File: src/rtl/zombie_spawner.sv
// Zombie spawn sequencer: waits a level-dependent number of video frames,
// draws a random spawn position/variant, and hands the request to the slot
// allocator over a valid/ready handshake. Tracks live zombies and difficulty.
//
// state | meaning
// ------+------------------------------------------------------------------
// IDLE  | game not running; frame counter loaded on Start
// COUNT | counting frame ticks down to 0; waits here while all slots are full
// DRAW  | one cycle: latch spawn payload from Rand_num
// REQ   | spawn_valid high, payload frozen until spawn_ready
module zombie_spawner #(
    parameter int MAX_ZOMBIES   = 8,
    parameter int BASE_INTERVAL = 120,
    parameter int MIN_INTERVAL  = 30
) (
    input  logic       Clk,
    input  logic       Reset,
    input  logic       Start,
    input  logic       frame_tick,
    input  logic [7:0] Rand_num,
    input  logic       zombie_killed,
    input  logic       spawn_ready,
    output logic       spawn_valid,
    output logic [9:0] spawn_x,
    output logic       spawn_side,
    output logic [1:0] spawn_type,
    output logic [3:0] active_count,
    output logic [2:0] level
);

    localparam int CNT_W = (BASE_INTERVAL > 1) ? $clog2(BASE_INTERVAL + 1) : 1;

    typedef enum logic [1:0] {
        IDLE  = 2'd0,
        COUNT = 2'd1,
        DRAW  = 2'd2,
        REQ   = 2'd3
    } state_t;

    state_t           state;
    state_t           state_nxt;
    logic [CNT_W-1:0] frame_cnt;
    logic [2:0]       accepted;
    logic [2:0]       level_nxt;
    logic             handshake;
    logic             full;

    // Spawn spacing shrinks by 12 frames per level but never below the floor.
    function automatic logic [CNT_W-1:0] interval(input logic [2:0] lvl);
        int raw;
        raw = BASE_INTERVAL - 12 * int'(lvl);
        if (raw < MIN_INTERVAL) begin
            raw = MIN_INTERVAL;
        end
        return raw[CNT_W-1:0];
    endfunction

    // A request abandoned by Start=0 or Reset does not count as accepted.
    assign handshake = (state == REQ) && spawn_ready && Start;
    assign full      = (active_count >= 4'(MAX_ZOMBIES));
    // Level after this cycle's handshake; the reload must already see it.
    assign level_nxt = (accepted == 3'd7 && level != 3'd7) ? level + 3'd1 : level;

    // State register.
    always_ff @(posedge Clk) begin
        if (Reset) begin
            state <= IDLE;
        end else begin
            state <= state_nxt;
        end
    end

    // Next-state decode; dropping Start always returns to IDLE.
    always_comb begin
        state_nxt = state;
        if (!Start) begin
            state_nxt = IDLE;
        end else begin
            case (state)
                IDLE:    state_nxt = COUNT;
                COUNT:   if (frame_cnt == '0 && !full) state_nxt = DRAW;
                DRAW:    state_nxt = REQ;
                REQ:     if (spawn_ready) state_nxt = COUNT;
                default: state_nxt = IDLE;
            endcase
        end
    end

    // Request strobe is a pure decode of the REQ state.
    always_comb begin
        spawn_valid = (state == REQ);
    end

    // Frame down-counter: reload on start and on every accepted spawn, hold at 0.
    always_ff @(posedge Clk) begin
        if (Reset) begin
            frame_cnt <= CNT_W'(BASE_INTERVAL);
        end else if (Start && state == IDLE) begin
            frame_cnt <= interval(level);
        end else if (handshake) begin
            frame_cnt <= interval(level_nxt);
        end else if (Start && state == COUNT && frame_tick && frame_cnt != '0) begin
            frame_cnt <= frame_cnt - CNT_W'(1);
        end
    end

    // Payload is captured once in DRAW and frozen through REQ.
    always_ff @(posedge Clk) begin
        if (Reset) begin
            spawn_x    <= 10'd0;
            spawn_side <= 1'b0;
            spawn_type <= 2'd0;
        end else if (state == DRAW) begin
            spawn_x    <= 10'd64 + {1'b0, Rand_num, 1'b0};
            spawn_side <= Rand_num[7];
            spawn_type <= Rand_num[1:0];
        end
    end

    // Live-zombie and difficulty bookkeeping; a spawn and a kill together cancel.
    always_ff @(posedge Clk) begin
        if (Reset) begin
            active_count <= 4'd0;
            level        <= 3'd0;
            accepted     <= 3'd0;
        end else begin
            if (handshake) begin
                accepted <= accepted + 3'd1;
                level    <= level_nxt;
            end
            if (handshake && !zombie_killed) begin
                active_count <= active_count + 4'd1;
            end else if (!handshake && zombie_killed && active_count != 4'd0) begin
                active_count <= active_count - 4'd1;
            end
        end
    end

endmodule

File: config.mk
export PLATFORM = sky130hd
export DESIGN_NAME = zombie_spawner
export DESIGN_NICKNAME = d
export VERILOG_FILES = /design/src/rtl/zombie_spawner.sv
export SDC_FILE = /design/constraint.sdc
export NUM_CORES = 1
export LEC_CHECK = 0
export ABC_CLOCK_PERIOD_IN_PS = 4210
export CAP_MARGIN = 25
export CORE_MARGIN = 2
export CORE_UTILIZATION = 32
export DETAILED_ROUTE_END_ITERATION = 10
export MAX_ROUTING_LAYER = met4
export PLACE_DENSITY = 0.59
export REMOVE_ABC_BUFFERS = 1
export SETUP_SLACK_MARGIN = 0.05
export SYNTH_ARGS = -nofsm -noshare
export SYNTH_HDL_FRONTEND = slang
export SYNTH_SLANG_ARGS = --single-unit
File: constraint.sdc
create_clock -name Clk -period 4.21 [get_ports Clk]
set_input_delay 1.0525 -clock Clk [delete_from_list [all_inputs] [get_ports Clk]]
set_output_delay 1.0525 -clock Clk [all_outputs]
set_load 0.02 [all_outputs]
# After elaboration in Yosys (flattened, before gate mapping)
# Index checks and enable logic that the tools add are counted.
word_totals:
  ff_bits: 32
  inputBits: 14
  out_inout_bits: 21
  word_cells: 62
op_classes:
  addsub: 8
  multipliers: 2
  n_lt_le_gt_ge: 3
  n_eq_ne: 7
  muxes: 11
  n_bitwise: 1
  n_reduce_logical: 22
ops:
  columns: ["operator", "count"]
  rows:
  - ["2-to-1 mux 7 bit", 5]
  - ["less-than comparator 8 x 6 -> 1 bit, second input constant", 2]
  - ["subtractor 7 x 7 -> 8 bit, first input constant", 2]
  - ["logical AND 1 bit", 11]
  - ["adder 7 x 9 -> 10 bit, first input constant", 1]
  - ["multiplier 2 x 3 -> 5 bit, first input constant", 2]
  - ["2-to-1 mux 4 bit", 2]
  - ["case mux 2 bit (4 select lines)", 1]
  - ["zero test 7 bit", 1]
  - ["nonzero test 7 bit", 1]
  - ["subtractor 7 x 1 -> 7 bit, second input constant", 1]
  - ["adder 3 x 1 -> 3 bit, second input constant", 2]
  - ["adder 4 x 1 -> 4 bit, second input constant", 1]
  - ["== test 2 bit, second input constant", 2]
  - [">= comparator 4 bit, second input constant", 1]
  - ["2-to-1 mux 2 bit", 2]
  - ["inequality test 2 bit, second input constant", 2]
  - ["nonzero test 4 bit", 1]
  - ["subtractor 4 x 1 -> 4 bit, second input constant", 1]
  - ["== test 3 bit, second input constant", 1]
  - ["zero test 1 bit", 3]
  - ["2-to-1 mux 3 bit", 1]
  - ["inequality test 3 bit, second input constant", 1]
  - ["nonzero test 3 bit", 1]
  - ["6 further kinds", 6]

# Logic depth before layout (Yosys ltp)
# Gate-level depths: netlist (run 1).
depth:
  word_depth: 9
  depth_mapped: 12
  mapped_depth_nobuf: 12

# Worst setup path after synthesis (run 1)
# OpenSTA, ideal clock, no wires.
synth_timing:
  path_kind: "register -> register"
  from: "reg level[0]"
  to: "reg frame_cnt[3]"
  arrival_ns: 3.189
  setup_slack_ns: 0.899
  path_stages_with_launch: 12
  period_less_slack_ns: 3.311
  cell_sequence: "dfxtp_1 ha_1 ha_1 nand2b_4 o21ai_0 ha_1 fa_1 and3_4 buf_6 a32oi_1 o31ai_1 o32a_1"
synth_between:
  elab_chain_len: 9
  elab_cells_between_ends: 14
  cone_classes: "add/sub (3); mul (2); order compare (2); eq/ne (1); mux (5); reduce/logical (1)"
synth_lines:
  columns: ["item", "line", "rtl"]
  rows:
  - ["start, declared", "28", "output logic [2:0] level"]
  - ["start signal, assigned", "129", "level <= level_nxt;"]
  - ["branches (longest 2 deep; another with adder 3 x 1 -> 3 bit)", null, null]
  - ["2-to-1 mux 3 bit *", "62", "assign level_nxt = (accepted == 3'd7 && level != 3'd7) ? level + 3'd1 : level;"]
  - ["via level_nxt[1]", "44", "logic [2:0] level_nxt;"]
  - ["multiplier 2 x 3 -> 5 bit *", "51", "raw = BASE_INTERVAL - 12 * int'(lvl);"]
  - ["subtractor 7 x 7 -> 8 bit *", "51", null]
  - ["less-than comparator 8 x 6 -> 1 bit", "52", "if (raw < MIN_INTERVAL) begin"]
  - ["2-to-1 mux 7 bit *", "52", null]
  - ["2-to-1 mux 7 bit *", "100", "end else if (handshake) begin"]
  - ["2-to-1 mux 7 bit *", "98", "end else if (Start && state == IDLE) begin"]
  - ["end signal, assigned", "97", "frame_cnt <= CNT_W'(BASE_INTERVAL);"]
  - ["end signal, assigned", "99", "frame_cnt <= interval(level);"]
  - ["end signal, assigned", "101", "frame_cnt <= interval(level_nxt);"]
  - ["end, declared", "42", "logic [CNT_W-1:0] frame_cnt;"]
# Mark *: on every way through the listed nets, which the timed path passes.
# A chain may end at the register's enable or synchronous reset.

# Worst setup path in the final report (run 1)
# Ends and elaborated chain as after synthesis.

==> results.sh, run 1 <==
export IMPL_fin_skew_ns=0.00522
export IMPL_multiInputGateArea_um2=1360
export IMPL_dieHeight_um=83.6
export IMPL_path_class="flop to flop"
export IMPL_n_antenna_cell=0
export IMPL_async_flop_share_pct=0
export IMPL_maxCapViolCount=0
export IMPL_root_buffer="clkbuf_8"
export IMPL_p_total_mw=0.812
export IMPL_grt_pass1_vias=1637
export IMPL_drc=0
export IMPL_grt_usage_pct=13.0
export IMPL_syn_area_per_cell_um2=8.46
export IMPL_crit_path_start_kind="flop"
export IMPL_outcome="completed"
export IMPL_mostFrequentLayoutCell="clkdlybuf4s50_1"
export IMPL_via_per_inst=4.97
export IMPL_io_pins=35
export IMPL_synth_edf_count=0
export IMPL_drtPass1Iterations=4
export IMPL_nNetsFinal=308
export IMPL_drt_initial_drc_count=92
export IMPL_layout_drive_gt1_share_pct=5.51
export IMPL_period_share_pct=77.6
export IMPL_yosysSeqAreaShare_pct=28.6
export IMPL_synthCells=240
export IMPL_hpwl_um=3300
export IMPL_rsz0062_at_grt="no"
export IMPL_rr_startpoint="level[0]$_SDFFE_PP0P_"
export IMPL_grt_max_degree=32
export IMPL_yosys_most_used_dff="dfxtp_1"
export IMPL_clock_fmax_ghz=0.306
export IMPL_worstPathArrival_ns=3.44
export IMPL_cts_tree="done"
export IMPL_setup_tns_ns=0
export IMPL_crit_path_max_incr_delay_ns=0.54
export IMPL_htreeDepth=2
export IMPL_cts_setup_buffers=0
export IMPL_hold_start="accepted[2]$_SDFFE_PP0P_"
export IMPL_grt_antenna_before_repair=0
export IMPL_worstHoldPathType="flop to flop"
export IMPL_cts_hold_buffers=0
export IMPL_power_per_cell_area_nw_per_um2=323
export IMPL_cts_clk_slew_worst_paths_ns=0.06
export IMPL_wl_per_cell_um=12.6
export IMPL_slew_viol_final=0
export IMPL_core_area_um2=6240
export IMPL_hold_ws_ns=0.463
export IMPL_grt_overflow=0
export IMPL_crit_required_ns=4.38
export IMPL_grt_pass1_wl_um=7480
export IMPL_io_buffer_count=33
export IMPL_setup_violations_final=0
export IMPL_gp_congestion=0.776
export IMPL_cts_made_buffers=5
export IMPL_cp_slowest_cell="fa_1"
export IMPL_finalCriticalPeriod_ns=3.27
export IMPL_cp_max_fo=10
export IMPL_register_area_um2=581
export IMPL_relSlewSlack_pct=59.8
export IMPL_hold_viol=0
export IMPL_die_w_um=83.6
export IMPL_crit_buf_inv=1
export IMPL_synth_area_um2=2030
export IMPL_cp_common_cell="ha_1"
export IMPL_core_rowCount=29
export IMPL_worstSkewPairLatency_ns=0.28
export IMPL_p_leak_nw=0.951
export IMPL_num_vias=1734
export IMPL_cts_resized=0
export IMPL_fill_cells=664
export IMPL_yosysUniqueCellTypes=51
export IMPL_start_util_pct=32.5
export IMPL_crit_chain="ha_1 > ha_1 > nand2b_4 > o21ai_0 > buf_4 > ha_1 > fa_1 > and2_1 > nor3_1 > a32oi_1 > o31ai_1 > o32a_1"
export IMPL_crit_start="level[0]$_SDFFE_PP0P_"
export IMPL_ir_drop_uv=310
export IMPL_cp_top_family="adder cells"
export IMPL_tightest_slew_ns=0.603
export IMPL_routed_wirelength_um=4390
export IMPL_clock_sinks=29
export IMPL_ys_seq_elements=29
export IMPL_syn_to_final_growth_pct=23.8
export IMPL_yosysWarnings=0
export IMPL_die_area_um2=6990
export IMPL_antenna_left=0
export IMPL_end_kind="flop"
export IMPL_layout_common_cells="clkdlybuf4s50_1, nor2_1, dfxtp_1"
export IMPL_cts_buffer_depth=2
synthesized netlist by cell type (4+ instances only):
cell type | n | area share (%)
a211oi_1 | 4 | 1.5
a21oi_1 | 17 | 4.2
a31oi_1 | 5 | 1.5
clkbuf_1 | 6 | 1.1
dfxtp_1 | 29 | 29
ha_1 | 20 | 12
inv_1 | 8 | 1.5
mux2i_1 | 11 | 5.4
nand2_1 | 20 | 3.7
nand3_1 | 5 | 1.2
nor2_1 | 29 | 5.4
nor3_1 | 10 | 2.5
o21ai_0 | 10 | 2.5
o21ai_1 | 4 | 0.99
xnor2_1 | 10 | 4.3
xor2_1 | 5 | 2.2
logic make-up (layout without fill, tap and decap cells):
logic type,after synthesis,count (layout),share of synthesized area (%)
AO/OA/AOI/OAI,52,52,15.7
XOR/XNOR,16,16,7.27
adder cells (fa/ha/maj),23,23,15.3
buffers and inverters,19,51,4.44
flip-flops,29,29,28.6
multiplexers,12,12,6.54
other,1,1,0.185
AND/OR/NAND/NOR,88,88,22.0
tightest hold or removal path: cells and delay by family (launching register included):
| kind | cells | cell delay (ns) |
|---|---|---|
| AOI/OAI and AO/OA | 1 | 0.05 |
| DFF | 1 | 0.31 |
| and+or+nand+nor | 1 | 0.05 |
report_power, final:
| part | leakage [nW] | switching (mW) | total (mW) | internal, mW |
|---|---|---|---|---|
| clock network | 0.0542 | 0.107 | 0.254 | 0.148 |
| registers | 0.236 | 0.0303 | 0.328 | 0.298 |
| logic | 0.661 | 0.112 | 0.230 | 0.118 |
| total | 0.951 | 0.249 | 0.812 | 0.563 |
flip-flops by register name (all words and copies together) (netlist names):
register and cells:
state 2, active_count 4, frame_cnt 7, spawn_side 1, level 3, accepted 3, spawn_x 8, spawn_type 1
cell type report:
cell class / instances / share of cell area, %
Clock buffer: 7 / 3.83
Inverter: 8 / 1.20
Timing Repair Buffer: 35 / 13.7
Sequential cell: 29 / 23.1
Multi-Input combinational cell: 192 / 54.1
Tap cell: 77 / 3.83
Clock inverter: 1 / 0.199
through the flow:
stage               worst slack, ns  instance area [µm²]  utilization, %  std cells
global route                  0.682                 2510            40.3        349
finish                        0.942                 2510            40.3        349
floorplan                     0.987                 1970               -        229
CTS                           0.913                 2510            40.3        349
detailed placement            0.661                 2410            38.6        341
global placement              0.738                 2410            38.6        341
per-layer routing:
| metal | vias to the layer above | track usage (%) | part of all wire (%) |
|---|---|---|---|
| li1 | 898 | - | - |
| met1 | 810 | 17.2 | 51 |
| met2 | 18 | 20.4 | 47 |
| met3 | 8 | 2.37 | 1.7 |
| met4 | 0 | 3.52 | 1.0 |
| met5 | - | - | 0 |
worst paths after layout:
check                           slack (ns)  cells past startpoint                        end
worst max-delay path                  0.94                     12  frame_cnt[3]$_SDFFE_PP1P_
worst min-delay path                  0.46                      2   accepted[2]$_SDFFE_PP0P_
worst max register to register        0.94                     12  frame_cnt[3]$_SDFFE_PP1P_
worst min register to register        0.46                      2   accepted[2]$_SDFFE_PP0P_
Power figures use the tool's default switching activity.
==> run 2: changes to the inputs <==
- ABC_CLOCK_PERIOD_IN_PS: 4210 -> 2980
- PLACE_DENSITY: 0.59 -> 0.61
- clock period: 4.21 -> 2.98 ns (I/O delays scaled with it)
==> results.sh, run 2 (synthesis results as in run 1) <==
export IMPL_ir_drop_uv=397
export IMPL_grt_antenna_before_repair=0
export IMPL_clock_sinks=29
export IMPL_hpwl_um=3430
export IMPL_p_clk_share_pct=35.3
export IMPL_grt_overflow=0
export IMPL_dieHeight_um=83.6
export IMPL_worstSkewPairLatency_ns=0.28
export IMPL_antenna_left=0
export IMPL_drt_initial_drc_count=101
export IMPL_grt_pass1_wl_um=7530
export IMPL_wl_per_cell_um=12.6
export IMPL_cts_clk_slew_worst_paths_ns=0.07
export IMPL_largestRegisters="spawn_x x8, frame_cnt x7, active_count x4"
export IMPL_die_area_um2=6990
export IMPL_largest_register_ffs=8
export IMPL_layout_drive_gt1_share_pct=12.6
export IMPL_outcome="completed"
export IMPL_fin_cells=363
export IMPL_setup_violations_final=0
export IMPL_cts_buffer_depth=2
export IMPL_crit_path_start_kind="flop"
export IMPL_io_buffer_count=33
export IMPL_layout_common_cells="clkdlybuf4s50_1, nor2_1, dfxtp_1"
export IMPL_rsz0062_at_grt="no"
export IMPL_top_register="spawn_x"
export IMPL_p_comb_share_pct=26.8
export IMPL_period_share_pct=94.0
export IMPL_finalCriticalPeriod_ns=2.80
export IMPL_path_class="flop to flop"
export IMPL_crit_required_ns=3.15
export IMPL_p_switching_mw=0.358
export IMPL_intPower_mw=0.860
export IMPL_slew_viol_final=0
export IMPL_cts_made_buffers=5
export IMPL_worstPathArrival_ns=2.97
export IMPL_root_buffer="clkbuf_8"
export IMPL_relSlewSlack_pct=62.5
export IMPL_syn_to_final_growth_pct=30.8
export IMPL_hold_viol=0
export IMPL_num_vias=1770
export IMPL_dp_cells=352
export IMPL_switching_share_pct=29.4
export IMPL_tightest_slew_ns=0.562
export IMPL_gp_congestion=0.845
export IMPL_n_antenna_cell=0
export IMPL_hold_start="accepted[2]$_SDFFE_PP0P_"
export IMPL_nNetsFinal=322
export IMPL_io_pins=35
export IMPL_grt_max_degree=31
export IMPL_drc=0
export IMPL_rr_startpoint="level[0]$_SDFFE_PP0P_"
export IMPL_grt_usage_pct=13.6
export IMPL_p_leak_nw=1.02
export IMPL_worstHoldPathType="flop to flop"
export IMPL_fin_skew_ns=0.00428
export IMPL_maxCapViolCount=0
export IMPL_clock_fmax_ghz=0.357
export IMPL_cts_tree="done"
export IMPL_htreeDepth=2
export IMPL_die_w_um=83.6
export IMPL_hold_ws_ns=0.462
export IMPL_pwr_share_seq_pct=37.9
export IMPL_end_kind="flop"
export IMPL_crit_start="level[0]$_SDFFE_PP0P_"
export IMPL_power_per_cell_area_nw_per_um2=459
export IMPL_mostFrequentLayoutCell="clkdlybuf4s50_1"
export IMPL_cp_max_fo=5
export IMPL_core_area_um2=6240
export IMPL_core_rowCount=29
export IMPL_grt_pass1_vias=1669
export IMPL_via_per_inst=4.88
export IMPL_routed_wirelength_um=4570
export IMPL_drtPass1Iterations=4
export IMPL_start_util_pct=32.5
export IMPL_p_total_mw=1.22
-- run 2: cell types whose count changed in the layout (fill, tap and decap cells not counted), sizes merged --
cell      before  now
buf            2   16
bufinv         0    1
clkbuf         7    6
clkinv         1    0
clkinvlp       0    1
-- run 2: layer usage --
metal  vias to the layer above  part of all wire, %  GRT usage, %
met3                        10                  2.5          3.56
met2                        26                   48          20.7
li1                        928                    -             -
met4                         0                  2.3          5.13
met5                         -                    0             -
met1                       806                   47          17.4
-- run 2: power by group through the flow --
stage	Clock [mW]	Combinational, mW	Sequential, mW
final	0.430	0.327	0.462
after global routing	0.461	0.365	0.468
after CTS	0.438	0.329	0.462
after detailed placement	0	0.324	0.471
after global placement	0	0.320	0.469
after floorplan	0	0.184	0.491
-- run 2: final cells by class --
cell class	count	area, µm²
Fill cell	644	3590
Tap cell	77	96.3
Inverter	8	30.0
Sequential cell	29	581
Timing Repair Buffer	49	450
Clock buffer	6	82.6
Multi-Input combinational cell	192	1380
Clock inverter	2	37.5
-- run 2: metrics by stage --
step | setup slack (ns) | utilization [%] | cell area, µm² | setup TNS, ns
2_1_floorplan | -0.243 | - | 1970 | -0.606
3_3_place_gp | 0.147 | 40.0 | 2490 | 0
3_5_place_dp | 0.0694 | 40.0 | 2490 | 0
4_1_cts | 0.0980 | 41.9 | 2620 | 0
5_1_grt | 0.0117 | 42.5 | 2660 | 0
6_report | 0.180 | 42.5 | 2660 | 0
-- run 2: worst max-delay path, cell delays in order, from the launching register on --
cell and delay, ns:
dfxtp_1 0.32, ha_2 0.20, ha_1 0.18, nand2b_4 0.18
xnor2_2 0.15, ha_2 0.20, fa_2 0.56, and2_4 0.16
nor3_1 0.05, a32oi_1 0.20, o31ai_2 0.12, o32a_1 0.35
-- run 2: worst paths after layout --
kind | end | slack, ns | cells after the start
worst max register to register | frame_cnt[4]$_SDFFE_PP1P_ | 0.18 | 11
worst max-delay path | frame_cnt[4]$_SDFFE_PP1P_ | 0.18 | 11
worst min-delay path | accepted[2]$_SDFFE_PP0P_ | 0.46 | 2
worst min register to register | accepted[2]$_SDFFE_PP0P_ | 0.46 | 2
-- run 2: repair_timing --
action                                  CTS  global route
hold endpoints to repair                  0             0
hold buffers                              0             0
pin swaps                                 0             2
resized for setup                         1             7
buffers inserted                          0             3
endpoints found under the setup margin    2             3
==> run 3: changes to the inputs <==
--- a/config.mk
+++ b/config.mk
@@ -9,8 +9,9 @@
 export CAP_MARGIN = 25
 export CORE_MARGIN = 2
-export CORE_UTILIZATION = 32
+export CORE_UTILIZATION = 48
+export CTS_CLUSTER_DIAMETER = 40
 export DETAILED_ROUTE_END_ITERATION = 10
 export MAX_ROUTING_LAYER = met4
-export PLACE_DENSITY = 0.61
+export PLACE_DENSITY = 0.82
 export REMOVE_ABC_BUFFERS = 1
 export SETUP_SLACK_MARGIN = 0.05
==> constraint.sdc (replaced) <==
create_clock -name Clk -period 2.98 [get_ports Clk]
set_input_delay 0.298 -clock Clk [delete_from_list [all_inputs] [get_ports Clk]]
set_output_delay 0.298 -clock Clk [all_outputs]
set_load 0.02 [all_outputs]
==> results.sh, run 3 (synthesis results as in run 1) <==
export IMPL_outcome="completed"
export IMPL_period_share_pct=95.4
export IMPL_worstPathArrival_ns=3.01
export IMPL_p_clk_share_pct=37.9
export IMPL_die_w_um=69.0
export IMPL_grt_usage_pct=20.8
export IMPL_path_class="flop to flop"
export IMPL_ir_drop_uv=444
export IMPL_drt_initial_drc_count=105
export IMPL_nNetsFinal=319
export IMPL_place_ws_ns=0.0649
export IMPL_cp_max_fo=6
export IMPL_io_buffer_count=33
export IMPL_antenna_left=0
export IMPL_n_antenna_cell=0
export IMPL_p_leak_nw=1.02
export IMPL_grt_pass1_wl_um=7990
export IMPL_core_area_um2=4030
export IMPL_fill_cells=345
export IMPL_tightest_slew_ns=0.623
export IMPL_pwr_share_seq_pct=36.0
export IMPL_num_vias=1812
export IMPL_layout_drive_gt1_share_pct=10.6
export IMPL_hpwl_um=3510
export IMPL_setup_tns_ns=0
export IMPL_crit_required_ns=3.15
export IMPL_multiInputGateArea_um2=1370
export IMPL_cp_endpoint="frame_cnt[4]$_SDFFE_PP1P_"
export IMPL_cts_tree="done"
export IMPL_worstHoldPathCells=2
export IMPL_top_register="spawn_x"
export IMPL_grt_antenna_before_repair=0
export IMPL_drtPass1Iterations=4
export IMPL_root_buffer="clkbuf_8"
export IMPL_hold_viol=0
export IMPL_grt_pass1_vias=1700
export IMPL_layout_common_cells="clkdlybuf4s50_1, nor2_1, dfxtp_1"
export IMPL_intPower_mw=0.921
export IMPL_hold_start="accepted[1]$_SDFFE_PP0P_"
export IMPL_fin_area_um2=2610
export IMPL_p_total_mw=1.28
export IMPL_post_dp_cell_area_um2=2440
export IMPL_maxCapViolCount=0
export IMPL_setup_ws_ns=0.137
export IMPL_cts_made_buffers=5
export IMPL_crit_path_start_kind="flop"
export IMPL_dp_cells=322
export IMPL_grt_overflow=0
export IMPL_cts_clk_slew_worst_paths_ns=0.06
export IMPL_htreeDepth=2
export IMPL_crit_start="level[0]$_SDFFE_PP0P_"
export IMPL_largestRegisters="spawn_x x8, frame_cnt x7, active_count x4"
export IMPL_register_area_um2=581
export IMPL_routed_wirelength_um=4820
export IMPL_hold_ws_ns=0.470
export IMPL_gp_congestion=0.868
export IMPL_grt_max_degree=21
export IMPL_dieHeight_um=69.0
export IMPL_fin_cells=333
export IMPL_clock_sinks=29
export IMPL_die_area_um2=4760
export IMPL_final_util_pct=64.7
export IMPL_via_per_inst=5.44
export IMPL_setup_violations_final=0
export IMPL_io_pins=35
export IMPL_start_util_pct=50.4
export IMPL_mostFrequentLayoutCell="clkdlybuf4s50_1"
export IMPL_switching_share_pct=28.3
export IMPL_p_switching_mw=0.363
export IMPL_relSlewSlack_pct=58.5
export IMPL_drc=0
export IMPL_p_comb_share_pct=26.2
export IMPL_worst_r2r_path_depth=12
export IMPL_clock_fmax_ghz=0.352
export IMPL_core_rowCount=23
export IMPL_worstHoldPathType="flop to flop"
export IMPL_syn_to_final_growth_pct=28.4
export IMPL_rr_startpoint="level[0]$_SDFFE_PP0P_"
export IMPL_largest_register_ffs=8
export IMPL_slew_viol_final=0
export IMPL_r2r_end="frame_cnt[4]$_SDFFE_PP1P_"
export IMPL_end_kind="flop"
export IMPL_power_per_cell_area_nw_per_um2=493
export IMPL_wl_per_cell_um=14.5
export IMPL_rrSetupSlack_ns=0.14
export IMPL_finalCriticalPeriod_ns=2.84
export IMPL_worstSkewPairLatency_ns=0.28
export IMPL_cts_buffer_depth=2
export IMPL_fin_skew_ns=0.00538
run 3: routing by layer:
| metal | up-vias | wire, µm | part of all wire, % | global-route usage (%) |
|---|---|---|---|---|
| met5 | - | 0 | 0 | - |
| met4 | 0 | 68 | 1.4 | 6.54 |
| met3 | 7 | 165 | 3.4 | 3.51 |
| met2 | 44 | 2440 | 51 | 33.5 |
| met1 | 837 | 2150 | 45 | 26.7 |
| li1 | 924 | - | - | - |
run 3: final cells by class:
| class | count | share of cell area, % |
|---|---|---|
| multi-input combinational | 192 | 52.6 |
| tap | 50 | 2.40 |
| sequential | 29 | 22.3 |
| clock buffer | 5 | 2.64 |
| inverter | 8 | 1.15 |
| clock inverter | 3 | 2.50 |
| timing repair buffer | 46 | 16.4 |
run 3: critical path: stages, from the launching register on:
cell and delay [ns]:
dfxtp_1 0.31, ha_2 0.20, ha_1 0.17, nand2b_4 0.18
nand2_1 0.08, o21ai_1 0.09, ha_2 0.21, fa_1 0.61
and2_4 0.17, nor3_1 0.05, a32oi_1 0.19, o31ai_2 0.12
o32a_1 0.35
run 3: worst min-delay path by stage:
stage               slack, ns                  endpoint
floorplan                0.37  accepted[1]$_SDFFE_PP0P_
CTS                      0.47  accepted[1]$_SDFFE_PP0P_
global route             0.48  accepted[2]$_SDFFE_PP0P_
finish                   0.47  accepted[1]$_SDFFE_PP0P_
detailed placement       0.46  accepted[2]$_SDFFE_PP0P_
global placement         0.45  accepted[1]$_SDFFE_PP0P_
run 3: power by group through the flow:
stage                     sequential, mW  combinational, mW  clock, mW
final                              0.462              0.336      0.486
after global placement             0.467              0.313          0
after CTS                          0.462              0.340      0.494
after floorplan                    0.491              0.184          0
after detailed placement           0.470              0.326          0
after global routing               0.468              0.373      0.512
run 3: what timing repair did:
| item | CTS | global route |
|---|---|---|
| resized for setup | 0 | 5 |
| setup buffers | 0 | 3 |
| endpoints found under the hold margin | 0 | 0 |
| hold buffers | 0 | 0 |
| endpoints found under the setup margin | 0 | 3 |
